[config.mk]
export PLATFORM = sky130hd
export DESIGN_NAME = imem_port_arbiter_flat
export DESIGN_NICKNAME = d
export VERILOG_FILES = /design/src/rtl/imem_port_arbiter_if.sv /design/src/rtl/imem_port_arbiter.sv /design/src/flat_wrapper.sv
export SDC_FILE = /design/constraint.sdc
export NUM_CORES = 1
export LEC_CHECK = 0
export CORE_AREA = 2 2 100 102
export DETAILED_ROUTE_END_ITERATION = 8
export DIE_AREA = 0 0 102 104
export GPL_TIMING_DRIVEN = 1
export PLACE_DENSITY = 0.86
export SKIP_LAST_GASP = 1
export SYNTH_ARGS = -nofsm -noshare
export SYNTH_HDL_FRONTEND = slang
export SYNTH_SLANG_ARGS = --single-unit
export TNS_END_PERCENT = 10
[constraint.sdc]
create_clock -name clk -period 2.1 [get_ports clk]
set_input_delay 0.315 -clock clk [delete_from_list [all_inputs] [get_ports clk]]
set_output_delay 0.315 -clock clk [all_outputs]
set_load 0.05 [all_outputs]
[src/rtl/imem_port_arbiter_if.sv]
// rtl/imem_port_arbiter_if.sv - fetch, loader and memory-side signals of the imem port arbiter
interface imem_port_arbiter_if #(
    parameter int ADDR_W = 8
);
    logic              fetch_req;
    logic [31:0]       fetch_addr;
    logic              fetch_gnt;
    logic              fetch_valid;
    logic [31:0]       fetch_data;
    logic              ld_valid;
    logic [31:0]       ld_addr;
    logic [31:0]       ld_data;
    logic              ld_ready;
    logic              ld_done;
    logic              busy;
    logic [ADDR_W-1:0] mem_addr;
    logic              mem_we;
    logic [7:0]        mem_wdata;
    logic [31:0]       mem_rdata;

    modport slave (
        input  fetch_req, fetch_addr, ld_valid, ld_addr, ld_data, mem_rdata,
        output fetch_gnt, fetch_valid, fetch_data, ld_ready, ld_done, busy,
        output mem_addr, mem_we, mem_wdata
    );

    modport master (
        output fetch_req, fetch_addr, ld_valid, ld_addr, ld_data, mem_rdata,
        input  fetch_gnt, fetch_valid, fetch_data, ld_ready, ld_done, busy,
        input  mem_addr, mem_we, mem_wdata
    );
endinterface

[src/rtl/imem_port_arbiter.sv]
// rtl/imem_port_arbiter.sv - round-robin sharing of byte-wide instruction memory between fetch and loader
module imem_port_arbiter #(
    parameter int ADDR_W = 8
) (
    input  logic                 clk,
    input  logic                 reset,
    imem_port_arbiter_if.slave   bus
);
    typedef enum logic {
        ST_IDLE  = 1'b0,
        ST_WRITE = 1'b1
    } state_e;

    localparam logic GNT_FETCH  = 1'b0;
    localparam logic GNT_LOADER = 1'b1;

    state_e            state_q, state_d;
    logic [1:0]        cnt_q, cnt_d;
    logic              last_grant_q, last_grant_d;
    logic [ADDR_W-1:0] base_q, base_d;
    logic [31:0]       data_q, data_d;
    logic              fetch_valid_q, fetch_valid_d;
    logic [31:0]       fetch_data_q, fetch_data_d;
    logic              ld_done_q, ld_done_d;
    logic              busy_q, busy_d;

    logic              fetch_gnt;
    logic              ld_ready;
    logic [ADDR_W-1:0] mem_addr;
    logic              mem_we;
    logic [7:0]        mem_wdata;
    logic              win_fetch;
    logic              win_ld;

    // On a tie the requester that was not served last time wins.
    assign win_fetch = bus.fetch_req && (!bus.ld_valid || (last_grant_q == GNT_LOADER));
    assign win_ld    = bus.ld_valid  && (!bus.fetch_req || (last_grant_q == GNT_FETCH));

    always_comb begin
        state_d       = state_q;
        cnt_d         = cnt_q;
        last_grant_d  = last_grant_q;
        base_d        = base_q;
        data_d        = data_q;
        fetch_data_d  = fetch_data_q;
        fetch_gnt     = 1'b0;
        ld_ready      = 1'b0;
        mem_addr      = '0;
        mem_we        = 1'b0;
        mem_wdata     = '0;

        // Combinational outputs must read zero while reset is held.
        if (!reset) begin
            case (state_q)
                ST_IDLE: begin
                    if (win_fetch) begin
                        fetch_gnt    = 1'b1;
                        mem_addr     = bus.fetch_addr[ADDR_W-1:0];
                        fetch_data_d = bus.mem_rdata;
                        last_grant_d = GNT_FETCH;
                    end else if (win_ld) begin
                        ld_ready     = 1'b1;
                        base_d       = {bus.ld_addr[ADDR_W-1:2], 2'b00};
                        data_d       = bus.ld_data;
                        last_grant_d = GNT_LOADER;
                        cnt_d        = 2'd0;
                        state_d      = ST_WRITE;
                    end
                end
                ST_WRITE: begin
                    mem_we   = 1'b1;
                    mem_addr = base_q + {{(ADDR_W-2){1'b0}}, cnt_q};
                    case (cnt_q)
                        2'd0:    mem_wdata = data_q[31:24];
                        2'd1:    mem_wdata = data_q[23:16];
                        2'd2:    mem_wdata = data_q[15:8];
                        default: mem_wdata = data_q[7:0];
                    endcase
                    if (cnt_q == 2'd3) begin
                        cnt_d   = 2'd0;
                        state_d = ST_IDLE;
                    end else begin
                        cnt_d = cnt_q + 2'd1;
                    end
                end
                default: state_d = ST_IDLE;
            endcase
        end

        fetch_valid_d = fetch_gnt;
        // Registered so that the pulse lands in the cycle whose write uses cnt=3.
        ld_done_d     = (state_q == ST_WRITE) && (cnt_q == 2'd2);
        busy_d        = (state_d == ST_WRITE);
    end

    always_ff @(posedge clk or posedge reset) begin
        if (reset) begin
            state_q       <= ST_IDLE;
            cnt_q         <= 2'd0;
            last_grant_q  <= GNT_LOADER;
            base_q        <= '0;
            data_q        <= '0;
            fetch_valid_q <= 1'b0;
            fetch_data_q  <= '0;
            ld_done_q     <= 1'b0;
            busy_q        <= 1'b0;
        end else begin
            state_q       <= state_d;
            cnt_q         <= cnt_d;
            last_grant_q  <= last_grant_d;
            base_q        <= base_d;
            data_q        <= data_d;
            fetch_valid_q <= fetch_valid_d;
            fetch_data_q  <= fetch_data_d;
            ld_done_q     <= ld_done_d;
            busy_q        <= busy_d;
        end
    end

    assign bus.fetch_gnt   = fetch_gnt;
    assign bus.fetch_valid = fetch_valid_q;
    assign bus.fetch_data  = fetch_data_q;
    assign bus.ld_ready    = ld_ready;
    assign bus.ld_done     = ld_done_q;
    assign bus.busy        = busy_q;
    assign bus.mem_addr    = mem_addr;
    assign bus.mem_we      = mem_we;
    assign bus.mem_wdata   = mem_wdata;
endmodule
[src/flat_wrapper.sv]
// flat-port wrapper written by rule: the top's interface ports become plain ports
module imem_port_arbiter_flat 
#(
    parameter int ADDR_W = 8
)
  (clk, reset, bus_fetch_req, bus_fetch_addr, bus_ld_valid, bus_ld_addr, bus_ld_data, bus_mem_rdata, bus_fetch_gnt, bus_fetch_valid, bus_fetch_data, bus_ld_ready, bus_ld_done, bus_busy, bus_mem_addr, bus_mem_we, bus_mem_wdata);
  imem_port_arbiter_if #(.ADDR_W(ADDR_W)) bus_i ();
  input  logic clk;
  input  logic reset;
  input wire logic [$bits(bus_i.fetch_req)-1:0] bus_fetch_req;
  input wire logic [$bits(bus_i.fetch_addr)-1:0] bus_fetch_addr;
  input wire logic [$bits(bus_i.ld_valid)-1:0] bus_ld_valid;
  input wire logic [$bits(bus_i.ld_addr)-1:0] bus_ld_addr;
  input wire logic [$bits(bus_i.ld_data)-1:0] bus_ld_data;
  input wire logic [$bits(bus_i.mem_rdata)-1:0] bus_mem_rdata;
  output wire logic [$bits(bus_i.fetch_gnt)-1:0] bus_fetch_gnt;
  output wire logic [$bits(bus_i.fetch_valid)-1:0] bus_fetch_valid;
  output wire logic [$bits(bus_i.fetch_data)-1:0] bus_fetch_data;
  output wire logic [$bits(bus_i.ld_ready)-1:0] bus_ld_ready;
  output wire logic [$bits(bus_i.ld_done)-1:0] bus_ld_done;
  output wire logic [$bits(bus_i.busy)-1:0] bus_busy;
  output wire logic [$bits(bus_i.mem_addr)-1:0] bus_mem_addr;
  output wire logic [$bits(bus_i.mem_we)-1:0] bus_mem_we;
  output wire logic [$bits(bus_i.mem_wdata)-1:0] bus_mem_wdata;
  assign bus_i.fetch_req = bus_fetch_req;
  assign bus_i.fetch_addr = bus_fetch_addr;
  assign bus_i.ld_valid = bus_ld_valid;
  assign bus_i.ld_addr = bus_ld_addr;
  assign bus_i.ld_data = bus_ld_data;
  assign bus_i.mem_rdata = bus_mem_rdata;
  assign bus_fetch_gnt = bus_i.fetch_gnt;
  assign bus_fetch_valid = bus_i.fetch_valid;
  assign bus_fetch_data = bus_i.fetch_data;
  assign bus_ld_ready = bus_i.ld_ready;
  assign bus_ld_done = bus_i.ld_done;
  assign bus_busy = bus_i.busy;
  assign bus_mem_addr = bus_i.mem_addr;
  assign bus_mem_we = bus_i.mem_we;
  assign bus_mem_wdata = bus_i.mem_wdata;
  imem_port_arbiter #(.ADDR_W(ADDR_W)) u_core (.clk(clk), .reset(reset), .bus(bus_i));
endmodule
==> impl_metrics.json, run 1 <==
{
  "p_sw_mw": 3.491,
  "cp-end-kind": "output port",
  "drt_iter0_drc": 60,
  "rsz0062_at_grt": "yes",
  "power.density_cell_area_nw_per_um2": 1574,
  "ys_dominant_reg_cell": "dfrtp_1",
  "ys_seq_area_share_pct": 59.83,
  "path_max_fanout": 16,
  "vdd_drop_max_mv": 0.5600,
  "core_area_um2": 9549,
  "grtUsageMet1_pct": 17.59,
  "via_per_inst": 4.769,
  "via_count": 2399,
  "die_w_um": 102,
  "grt_max_degree": 46,
  "final.period_utilization_pct": 104.8,
  "slowest_delay_ns": 0.44,
  "ys_async_sr_fraction_pct": 100.0,
  "track_usage_pct": 15.58,
  "layout-drive-gt1-share_pct": 27.57,
  "ys_ff_latch": 76,
  "sw_frac_of_total_pct": 41.64,
  "final_common_cell": "clkdlybuf4s50_1",
  "cts_root_buffer": "clkbuf_8",
  "synth.largest_area_cell": "dfrtp_1",
  "ys_types": 25,
  "portBuffers": 135,
  "synth_edf_count": 0,
  "fill_cells": 795,
  "regArea_um2": 1903,
  "report.final.slew_viol_count": 0,
  "violations": "setup timing",
  "leakage_nw": 2.216,
  "synth_area_um2": 3181,
  "layout_common_cells": "116 x clkdlybuf4s50_1, 75 x dfrtp_1, 39 x mux2_1",
  "cts_max_level": 3,
  "seqPwrFrac_pct": 30.3,
  "setup_viol": 17,
  "drtAntennaViolNets": 0,
  "area_growth_pct": 67.43,
  "yosys_warnings": 0,
  "synth_area_leaders": "dfrtp_1 59%, mux2_1 14%, mux2_2 11%",
  "cpMostUsedCell": "buf_12",
  "grt-ovfl-total": 0,
  "clock_power_share_pct": 14.4,
  "wire_per_inst_um": 15.95,
  "wl_um": 8022,
  "final_cells": 503,
  "critPathSlowestCell": "dfrtp_1",
  "synth_area_per_cell_um2": 14.66,
  "antenna_found_initial": 0,
  "dr.pass1.iters": 4,
  "crit_family": "buffers and inverters",
  "p_total_mw": 8.384,
  "top_level_ports": 186,
  "insertion_delay_ns": 0.35,
  "place_ws_ns": -0.06559,
  "syn-num-nets": 353,
  "globalplace.congestion": 0.6925,
  "skew_ns": 0.008075,
  "multi_input_area_um2": 1285,
  "synth_top_area_share_pct": 59.01,
  "r2r_setup_slack_ns": 0.34,
  "diodes": 0,
  "status": "finished with violations",
  "syn_inst": 217,
  "maxSlewHeadroom_pct": 64.49,
  "hold_violations": 0,
  "worstSetupPathType": "reg -> out",
  "fmax_mhz": 454.5,
  "cp.arrival_ns": 1.88,
  "dp_hpwl_um": 5918,
  "cts_tree": "built",
  "layout_setup_ws_ns": -0.09999,
  "cap_violations": 0,
  "die_y_um": 104,
  "max_slew.worst_pin.slew_ns": 0.5310,
  "grt_pass1_vias": 2593,
  "place_inst": 481,
  "layout.nets": 501,
  "busiest_layer": "met2",
  "gr-usage-met3_pct": 4.973,
  "p_comb_share_pct": 55.3,
  "cts_buffers": 9,
  "grt_pass1_wl_um": 12660,
  "clockBufferDepth": 2,
  "critPathRequiredTime_ns": 1.78,
  "die-area_um2": 10610,
  "cts_sinks": 76,
  "rows": 36,
  "fin_crit_ns": 2.200,
  "path_clk_slew_ns": 0.08,
  "cp-start-kind": "flip-flop",
  "crit_chain": "buf_4 > ha_1 > inv_1 > buf_12 > o21ai_0 > a21oi_4 > buf_12",
  "cts_hold_buffers": 0,
  "hp-class": "in -> async",
  "cp_num_buf_inv": 4,
  "initial_utilization_pct": 33.31,
  "grt_use_met2_pct": 26.64,
  "drc_errors": 0,
  "internal_power_mw": 4.892
}
## area by class of cell
| cell class | instances | area share (%) |
|---|---|---|
| Clock buffer | 9 | 2.326 |
| Clock inverter | 7 | 1.715 |
| Inverter | 5 | 0.3759 |
| Multi-Input combinational cell | 121 | 24.13 |
| Sequential cell | 76 | 35.74 |
| Tap cell | 133 | 3.125 |
| Timing Repair Buffer | 152 | 32.59 |
## what timing repair did
| item | CTS | global route |
|---|---|---|
| gates resized for setup | 9 | 3 |
| hold endpoints to repair | 0 | 0 |
| buffers inserted | 5 | 1 |
| cloned | 0 | 0 |
| setup endpoints to repair | 17 | 17 |
| pin swaps | 5 | 2 |
## state kept, by name, indices dropped and copies added, names as in the netlist
signal	cells
u_core.base_q	6
u_core.bus.fetch_data	32
u_core.bus.fetch_valid	1
u_core.bus.ld_done	1
u_core.cnt_q	2
u_core.data_q	32
u_core.last_grant_q	1
u_core.state_q	1
## Yosys cell counts, types with 4 or more instances
library cell and number:
dfrtp_1 75, mux2_1 39, mux2_2 31, a21oi_1 9
a222oi_1 8, a22o_1 8, o21ai_0 8, inv_1 5
buf_2 4, buf_6 4, clkbuf_1 4, ha_1 4
## worst paths after layout
kind,from,to,cells past startpoint
worst min-delay path,reset,u_core.base_q[2],2
worst max register to register,u_core.state_q,u_core.bus.fetch_data[8],4
worst min register to register,u_core.bus.fetch_data[5],u_core.bus.fetch_data[5],1
worst max-delay path,u_core.cnt_q[1],bus_mem_wdata[4],7
max in group asynchronous,reset,u_core.bus.fetch_data[3],3
min in group clk,u_core.bus.fetch_data[5],u_core.bus.fetch_data[5],1
## cell families after synthesis
group	share of synthesized area (%)
AO/OA/AOI/OAI	8.458
adder cells (fa/ha/maj)	1.574
buffers and inverters	3.580
flip-flops	59.83
multiplexers	24.78
AND/OR/NAND/NOR	1.770
## worst reg2reg max path, cell delays in order, from the launching register on
cell and delay [ns]:
dfrtp_1 0.47, nor2_1 0.19, and3_2 0.35, buf_12 0.25
mux2_1 0.38
## power by group through the flow
stage | sequential (mW) | clock (mW) | combinational (mW)
after floorplan | 3.62 | 0 | 1.60
after global placement | 2.51 | 0 | 4.44
after detailed placement | 2.57 | 0 | 4.53
after CTS | 2.54 | 1.25 | 4.67
after global routing | 2.62 | 1.31 | 4.86
final | 2.54 | 1.21 | 4.64
## stage by stage
step | hold WS, ns | TNS [ns] | utilization (%) | area (um^2)
6_report | 0.3420 | -0.8128 | 55.77 | 5325
5_1_grt | 0.3414 | -2.074 | 55.77 | 5325
4_1_cts | 0.3159 | -1.228 | 55.62 | 5311
3_5_place_dp | 0.4694 | -1.700 | 52.61 | 5024
3_3_place_gp | 0.4629 | -0.1087 | 52.61 | 5024
2_1_floorplan | 0.4497 | -11.81 | - | 3262
## metal layers
metal | up-vias | wire [um]
li1 | 1092 | -
met1 | 1195 | 3181
met2 | 102 | 4047
met3 | 10 | 681
met4 | 0 | 112
met5 | - | 0
No activity file was read; power rests on OpenSTA's default activity.
==> run 2: changes to the inputs <==
--- a/config.mk
+++ b/config.mk
@@ -5,11 +5,12 @@
 export SDC_FILE = /design/constraint.sdc
 export NUM_CORES = 1
 export LEC_CHECK = 0
-export CORE_AREA = 2 2 100 102
+export CORE_AREA = 2 2 91 110
+export CTS_BUF_LIST = sky130_fd_sc_hd__clkbuf_8
 export DETAILED_ROUTE_END_ITERATION = 8
-export DIE_AREA = 0 0 102 104
+export DIE_AREA = 0 0 93 112
 export GPL_TIMING_DRIVEN = 1
-export PLACE_DENSITY = 0.86
+export PLACE_DENSITY = 0.87
 export SKIP_LAST_GASP = 1
 export SYNTH_ARGS = -nofsm -noshare
 export SYNTH_HDL_FRONTEND = slang
==> run 2 against run 1 <==
Net effect:
- the flow still finishes with violations (setup timing)
- register-to-register slack better by 0.04 ns
- critical path depth down 2
- sequential share of layout area up 0.65 points
- cell area down 1.8%
- die area down 1.8%
- clock power down 19%
- final cell count down 2.6%
- count of clock-buffer cells in the layout up 2
- worst hold slack better by 0.14 ns
- non-clock buffer count down 2
- fmax down 0.46%
- sequential power about the same
- critical path type unchanged
==> impl_metrics.json, run 2 (synthesis gave the netlist of run 1 again) <==
{
  "globalplace.congestion": 0.7398,
  "diodes": 0,
  "r2r_setup_slack_ns": 0.38,
  "leakage_nw": 2.185,
  "r2r_end": "u_core.bus.fetch_data[26]",
  "via_count": 2373,
  "insertion_delay_ns": 0.34,
  "rows": 39,
  "layout.nets": 499,
  "via_per_inst": 4.843,
  "top_level_ports": 186,
  "antenna_found_initial": 0,
  "skew_ns": 0.003961,
  "grt_pass1_vias": 2583,
  "timing.hold.ws_ns": 0.4791,
  "max_slew.worst_pin.slew_ns": 0.5371,
  "fill_cells": 793,
  "p_sw_mw": 3.414,
  "hold_end": "u_core.data_q[2]",
  "path_clk_slew_ns": 0.07,
  "setup_viol": 8,
  "dr.pass1.iters": 4,
  "worstSetupPathType": "reg -> out",
  "grt_max_degree": 43,
  "die_y_um": 112,
  "cts_hold_buffers": 0,
  "report.final.slew_viol_count": 0,
  "layout_common_cells": "116 x clkdlybuf4s50_1, 75 x dfrtp_1, 39 x mux2_1",
  "p_comb_share_pct": 56.3,
  "cp.arrival_ns": 1.90,
  "path_max_fanout": 8,
  "hold_depth": 1,
  "ff2ff_path_depth": 4,
  "portBuffers": 135,
  "rsz0062_at_grt": "yes",
  "cap_violations": 0,
  "sw_frac_of_total_pct": 42.34,
  "seqPwrFrac_pct": 31.5,
  "maxSlewHeadroom_pct": 64.19,
  "drc_errors": 0,
  "slowest_delay_ns": 0.50,
  "hold_violations": 0,
  "clock_power_share_pct": 12.1,
  "fin_crit_ns": 2.210,
  "critPathRequiredTime_ns": 1.78,
  "area_growth_pct": 64.44,
  "clockBufferDepth": 2,
  "cts_root_buffer": "clkbuf_8",
  "wire_per_inst_um": 15.67,
  "violations": "setup timing",
  "layout-drive-gt1-share_pct": 26.43,
  "final_common_cell": "clkdlybuf4s50_1",
  "track_usage_pct": 15.59,
  "cts_sinks": 76,
  "crit_family": "compound AO/OA/AOI/OAI gates",
  "cp_num_buf_inv": 2,
  "critPathSlowestCell": "a222oi_1",
  "cp-start-kind": "flip-flop",
  "final.period_utilization_pct": 105.3,
  "core_area_um2": 9369,
  "p_total_mw": 8.063,
  "status": "finished with violations",
  "grt_pass1_wl_um": 12660,
  "cts_max_level": 3,
  "dp_hpwl_um": 5635,
  "layout_setup_ws_ns": -0.1103,
  "cts_tree": "built",
  "power.density_cell_area_nw_per_um2": 1542,
  "initial_utilization_pct": 33.95,
  "die-area_um2": 10420,
  "vdd_drop_max_mv": 0.7720,
  "drt_iter0_drc": 72,
  "r2r_start": "u_core.state_q",
  "hp-class": "reg -> reg",
  "die_w_um": 93,
  "grt-ovfl-total": 0,
  "wl_um": 7680,
  "cp-end-kind": "output port",
  "internal_power_mw": 4.649,
  "holdCritStartpoint": "u_core.data_q[2]",
  "crit_chain": "buf_4 > ha_4 > a222oi_1 > a21oi_4 > buf_12",
  "cts_buffers": 9,
  "fmax_mhz": 452.4,
  "fin_util_pct": 55.82,
  "drtAntennaViolNets": 0
}
==> run 2: area by class of cell <==
class                   count  area, um^2  share of cell area, %
clock buffers              11       151.4                  2.895
clock inverters             4       17.52                 0.3349
inverters                   5       20.02                 0.3828
multi-input cells         121        1285                  24.57
flip-flops and latches     76        1903                  36.39
well taps                 123       153.9                  2.943
repair buffers            150        1699                  32.49
==> run 2: how the worst max path moves through the flow <==
stage / slack (ns) / depth (start not counted) / end / startpoint
3_5_place_dp: 0.01 / 5 / bus_mem_wdata[4] / u_core.cnt_q[0]
6_report: -0.11 / 5 / bus_mem_wdata[4] / u_core.cnt_q[0]
2_1_floorplan: -0.15 / 1 / u_core.base_q[2] / reset
3_3_place_gp: 0.07 / 5 / bus_mem_wdata[7] / u_core.cnt_q[0]
5_1_grt: -0.21 / 5 / bus_mem_wdata[4] / u_core.cnt_q[0]
4_1_cts: -0.10 / 5 / bus_mem_wdata[4] / u_core.cnt_q[0]
==> run 2: routing by layer <==
| metal | share of wire (%) | GRT usage [%] | up-vias |
|---|---|---|---|
| li1 | - | - | 1085 |
| met1 | 39 | 18.34 | 1175 |
| met2 | 52 | 26.28 | 93 |
| met3 | 6.1 | 3.924 | 20 |
| met4 | 2.7 | 7.745 | 0 |
| met5 | 0 | 0 | - |
==> run 2: worst register-to-register path: stages, from the launching register on <==
cell     delay [ns]
dfrtp_1        0.47
nor2_1         0.16
and3_2         0.34
buf_12         0.25
mux2_1         0.37
==> run 2: what timing repair did <==
action | in CTS | in global routing
pin swaps | 2 | 2
endpoints found under the setup margin | 8 | 17
resized for setup | 14 | 1
setup buffers | 3 | 0
==> run 2: power groups by stage <==
stage	registers, mW	logic (mW)	clock network (mW)
2_1_floorplan	3.62	1.60	0
3_3_place_gp	2.52	4.39	0
3_5_place_dp	2.57	4.45	0
4_1_cts	2.54	4.59	1.02
5_1_grt	2.64	4.76	1.09
6_report	2.54	4.54	0.978
==> run 2: metrics by stage <==
step	setup WS, ns	std cells	cell area (um^2)	TNS [ns]
after floorplan	-0.1517	217	3262	-11.81
after global placement	0.07057	472	4994	0
after detailed placement	0.01288	472	4994	0
after CTS	-0.1038	490	5230	-0.6632
after global routing	-0.2055	490	5230	-1.540
final	-0.1103	490	5230	-0.5437
